--- src/rtl/mul_product_accumulator.sv ---
// Sums COUNT unsigned products into one saturating frame total, then offers the total downstream.
// Latency: out_valid rises the cycle after the COUNT-th product is accepted.
// Backpressure: in_ready drops while a frame total waits in HOLD; it returns the cycle after out_ready takes it.
//
// Ports:
//   clk, rst             rising-edge clock, synchronous active-high reset
//   clear                synchronous abort of the current frame (partial or pending)
//   in_valid/in_ready    product handshake; product is zero-extended into the accumulator
//   out_valid/out_ready  frame-total handshake
//   sum, overflow        saturated frame total and sticky "some add saturated" flag
module mul_product_accumulator #(
    parameter int unsigned PROD_W = 8,
    parameter int unsigned ACC_W  = 12,
    parameter int unsigned COUNT  = 16
) (
    input  logic              clk,
    input  logic              rst,
    input  logic              clear,
    input  logic              in_valid,
    output logic              in_ready,
    input  logic [PROD_W-1:0] product,
    output logic              out_valid,
    input  logic              out_ready,
    output logic [ACC_W-1:0]  sum,
    output logic              overflow
);

    localparam int unsigned      CNT_W = (COUNT > 1) ? $clog2(COUNT) : 1;
    localparam logic [CNT_W-1:0] LAST  = CNT_W'(COUNT - 1);

    typedef enum logic {
        ACCUM = 1'b0,
        HOLD  = 1'b1
    } state_t;

    state_t           state_q;
    logic [ACC_W-1:0] acc_q;
    logic [ACC_W-1:0] acc_d;
    logic [CNT_W-1:0] cnt_q;
    logic             sticky_q;
    logic             sticky_d;
    logic [ACC_W-1:0] sum_q;
    logic             ovf_q;
    logic             out_valid_q;

    logic [ACC_W:0]   add_full;
    logic             add_sat;
    logic             accept;

    // One extra bit of headroom: the carry out is exactly the saturation condition.
    // Once acc sits at max, any nonzero product carries again, so it stays pinned.
    always_comb begin
        add_full = {1'b0, acc_q} + {{(ACC_W + 1 - PROD_W){1'b0}}, product};
        add_sat  = add_full[ACC_W];
        acc_d    = add_sat ? {ACC_W{1'b1}} : add_full[ACC_W-1:0];
        sticky_d = sticky_q | add_sat;
    end

    assign in_ready  = (state_q == ACCUM);
    assign accept    = in_valid && in_ready;
    assign out_valid = out_valid_q;
    assign sum       = sum_q;
    assign overflow  = ovf_q;

    always_ff @(posedge clk) begin
        if (rst) begin
            state_q     <= ACCUM;
            acc_q       <= '0;
            cnt_q       <= '0;
            sticky_q    <= 1'b0;
            sum_q       <= '0;
            ovf_q       <= 1'b0;
            out_valid_q <= 1'b0;
        end else if (clear) begin
            // sum/overflow deliberately keep the last delivered frame.
            state_q     <= ACCUM;
            acc_q       <= '0;
            cnt_q       <= '0;
            sticky_q    <= 1'b0;
            out_valid_q <= 1'b0;
        end else begin
            case (state_q)
                ACCUM: begin
                    if (accept) begin
                        acc_q    <= acc_d;
                        sticky_q <= sticky_d;
                        if (cnt_q == LAST) begin
                            state_q     <= HOLD;
                            sum_q       <= acc_d;
                            ovf_q       <= sticky_d;
                            out_valid_q <= 1'b1;
                        end else begin
                            cnt_q <= cnt_q + CNT_W'(1);
                        end
                    end
                end
                HOLD: begin
                    // out_valid is always high in HOLD, so out_ready alone completes the handshake.
                    if (out_ready) begin
                        state_q     <= ACCUM;
                        acc_q       <= '0;
                        cnt_q       <= '0;
                        sticky_q    <= 1'b0;
                        out_valid_q <= 1'b0;
                    end
                end
                default: state_q <= ACCUM;
            endcase
        end
    end

endmodule
--- config.mk ---
export PLATFORM = sky130hd
export DESIGN_NAME = mul_product_accumulator
export DESIGN_NICKNAME = d
export VERILOG_FILES = /design/src/rtl/mul_product_accumulator.sv
export SDC_FILE = /design/constraint.sdc
export NUM_CORES = 1
export LEC_CHECK = 0
export ABC_AREA = 1
export BUFFER_PORTS_ARGS = -buffer_cell sky130_fd_sc_hd__buf_4
export CAP_MARGIN = 20
export CORE_MARGIN = 8
export CORE_UTILIZATION = 50
export DETAILED_ROUTE_END_ITERATION = 16
export PLACE_DENSITY = 0.74
export RECOVER_POWER = 50
export SYNTH_ARGS = -nofsm -noshare
export SYNTH_HDL_FRONTEND = slang
export SYNTH_SLANG_ARGS = --single-unit
--- constraint.sdc ---
create_clock -name clk -period 1.9 [get_ports clk]
set_clock_uncertainty 0.1 [all_clocks]
set_input_delay 0 -clock clk [delete_from_list [all_inputs] [get_ports clk]]
set_output_delay 0 -clock clk [all_outputs]
set_load 0.02 [all_outputs]
==> flow_summary.yaml <==
flow_run:
  cap_violations: 0
critical_path:
  worstReg2RegStart: "acc_q[0]"
  crit_type: "reg2reg"
  reg2reg_depth: 12
  endpoint: "sum[5]"
  worstPathRequired_ns: 1.98
  r2r_slack_ns: -0.005
  slowest_stage: "dfxtp_2"
  crit_path_max_incr_delay_ns: 0.34
  startpoint: "acc_q[0]"
  reg2reg_to: "sum[5]"
  crit_path_max_fanout: 5
  worstPathCellList: "ha_4, fa_2, nand2_2, inv_2, nand2_2, nand3_4, nand2_4, nand2_8, nand2_8, nand3b_1, o21ai_1, inv_1"
  critPathArrivalTime_ns: 1.98
  cp-start-kind: "flop"
  crit_cells: 12
  critPathBufInv: 2
  path_delay_family: "simple AND/OR/NAND/NOR gates"
  cp-end-kind: "flop"
power_and_ir_drop:
  p_leak_nw: 1.213
  power.switching_mw: 0.4009
  p_clk_frac: 0.368
  power_density_nw_per_um2: 584.4
  internal_power_mw: 1.064
  switching_share: 0.2737
  p_seq_frac: 0.469
  ir_drop_uv: 617.4
  power.share.combinational: 0.163
drt:
  antenna_left: 0
  dr.first_iter.drc_count: 92
  wire_per_inst_um: 13.43
  vias: 1896
  routed_wirelength_um: 4995
  viasPerCell: 5.097
  dr.pass1.iters: 4
  remaining_drc_errors: 0
sta:
  hold_viol_final: 0
  rsz0062_at_grt: "yes"
  setup_violations: 1
  fmax_mhz: 525.0
  slew_headroom: 0.5682
  finalCritPeriodShare: 1.002
  final_max_slew_viol_count: 0
  worstMarginPinSlew_ns: 0.6442
  fin_ws_ns: -0.004654
  period_minus_slack_ns: 1.905
clock_network:
  cts_tree: "yes"
  cts_sinks: 32
  cts_buffer_depth: 2
  clk_latency_ns: 0.28
  ctsHtreeMaxLevel: 2
  cts-root-buf: "clkbuf_8"
  cts.clk_slew.worst_paths_ns: 0.07
  cts_made_buffers: 5
logic_synthesis:
  synth.yosys.warnings: 0
  ys_seq_area_frac: 0.3238
  avgSynthCellArea_um2: 7.167
  syn_inst: 276
  ys_types: 33
  syn_nets: 299
  ys_ff_latch: 32
  synth_area_um2: 1978
floorplan:
  start_util: 0.5054
  die_area_um2: 6225
  num_rows: 23
  core_um2: 3914
  die_w_um: 78.90
  die_y_um: 78.90
  io_pins: 28
cells_and_area:
  layout_commonest_cell: "nand2_1"
  layout_common_cells: "nand2_1, inv_1, dfxtp_1, buf_4, nor2_1"
  drive_above_1_share: 0.3012
  syn_to_final_growth_pct: 26.69
  final_core_util: 0.6403
  fin_cells: 372
  n_antenna_cell: 0
  fin_nets: 344
status:
  outcome: "finished, violations left"
  violations: "negative setup slack"
placed_design:
  hpwl_um: 3782
  io_buffers: 27
  gp_congestion: 0.8568
  dp.cells: 358
worst_hold_path:
  min_path_type: "in2reg"
grt:
  grt_pass1_vias: 1830
  grt_pass1_wl_um: 8349
  grt_start_max_net_pins: 15
  grt_use_total: 0.1653
  antenna_found_initial: 0
  overflow: 0
-- synth_stat cells --
| cell type | count | area, um^2 |
|---|---|---|
| nor3_2 | 1 | 10.01 |
| inv_2 | 6 | 22.52 |
| nand3_4 | 3 | 52.55 |
| o31ai_1 | 1 | 7.510 |
| nand2_4 | 5 | 56.30 |
| o211ai_1 | 1 | 7.510 |
| nand2_2 | 9 | 56.30 |
| nor2_2 | 4 | 25.02 |
| buf_12 | 1 | 20.02 |
| a31oi_1 | 3 | 18.77 |
| nand3_1 | 18 | 90.09 |
| o21ai_1 | 10 | 50.05 |
| nand4_1 | 4 | 25.02 |
| dfxtp_1 | 32 | 640.6 |
| o21ai_0 | 4 | 20.02 |
| nor2_1 | 22 | 82.58 |
| ha_1 | 9 | 112.6 |
| buf_2 | 2 | 10.01 |
| o21ai_2 | 1 | 8.760 |
| nor3_4 | 1 | 16.27 |
| or2_1 | 1 | 6.260 |
| a21oi_2 | 8 | 70.07 |
| buf_6 | 1 | 11.26 |
| nor2_4 | 2 | 22.52 |
| nand2_1 | 76 | 285.3 |
| fa_1 | 1 | 20.02 |
| buf_1 | 2 | 7.510 |
| nand3b_1 | 1 | 7.510 |
| a21oi_1 | 10 | 50.05 |
| xor2_1 | 3 | 26.28 |
| a21boi_0 | 1 | 7.510 |
| o21bai_2 | 1 | 11.26 |
| inv_1 | 32 | 120.1 |
-- power groups by stage --
stage / sequential, mW / combinational (mW) / clock [mW]
after floorplan: 0.699 / 0.148 / 0
after global placement: 0.701 / 0.208 / 0
after detailed placement: 0.701 / 0.211 / 0
after CTS: 0.687 / 0.228 / 0.547
after global routing: 0.688 / 0.264 / 0.577
final: 0.687 / 0.239 / 0.539
-- what timing repair did --
action                                  4_1_cts  5_1_grt
setup buffers                                 2        0
cloned                                        1        0
hold buffers                                  3        0
resized for setup                            16       10
pin swaps                                     5        5
endpoints found under the hold margin         3        0
endpoints found under the setup margin       23       25
-- registers in the layout (all words and copies together), names as in the netlist --
name / cells
acc_q: 12
sum: 12
cnt_q: 4
out_valid: 1
overflow: 1
state_q: 1
sticky_q: 1
-- stage by stage --
stage	hold slack, ns	total power [mW]	TNS [ns]	setup slack (ns)	instance area, um^2
2_1_floorplan	0.003460	0.8470	0	0.03258	1981
3_3_place_gp	0.1183	0.9093	0	0.01114	2292
3_5_place_dp	0.1213	0.9119	-0.3031	-0.04147	2292
4_1_cts	0.04886	1.462	-0.4189	-0.05275	2510
5_1_grt	0.09432	1.529	-1.338	-0.09712	2506
6_report	0.05716	1.465	-0.004654	-0.004654	2506
-- final cells by class --
type                       count  area, um^2
clock inverter                 2       10.01
sequential                    32       641.9
tap                           50       62.56
multi-input combinational    201        1257
timing repair buffer          43       309.0
clock buffer                   6       82.58
fill                         387        1408
inverter                      38       142.6
-- layer usage --
metal	global-route usage	up-vias	routed length (um)
met5	0	-	0
met2	0.2983	39	2585
li1	-	976	-
met3	0.03950	10	216
met1	0.1840	871	2082
met4	0.05926	0	110
-- kinds of logic (layout without fill, tap and decap cells) --
kind of cell / Yosys count / after routing / synth area share
XOR/XNOR: 3 / 3 / 0.01329
adder cells (fa/ha/maj): 10 / 10 / 0.06705
AO/OA/AOI/OAI: 40 / 40 / 0.1271
AND/OR/NAND/NOR: 147 / 148 / 0.3719
buffers and inverters: 44 / 89 / 0.09678
flip-flops: 32 / 32 / 0.3238
-- worst min-delay path by stage --
stage	start	to	slack [ns]	depth (start not counted)
final	clear	out_valid	0.06	4
after detailed placement	out_ready	state_q	0.12	2
after floorplan	out_ready	state_q	0.003	1
after global routing	clear	out_valid	0.09	4
after global placement	out_ready	state_q	0.12	2
after CTS	product[0]	sum[0]	0.05	4
-- worst register-to-register path, stage by stage, from the launching register on --
cell,delay [ns]
dfxtp_2,0.34
ha_4,0.16
fa_2,0.34
nand2_2,0.07
inv_2,0.04
nand2_2,0.07
nand3_4,0.08
nand2_4,0.10
nand2_8,0.08
nand2_8,0.09
nand3b_1,0.13
o21ai_1,0.15
inv_1,0.05
No activity file was read; power rests on OpenSTA's default activity.
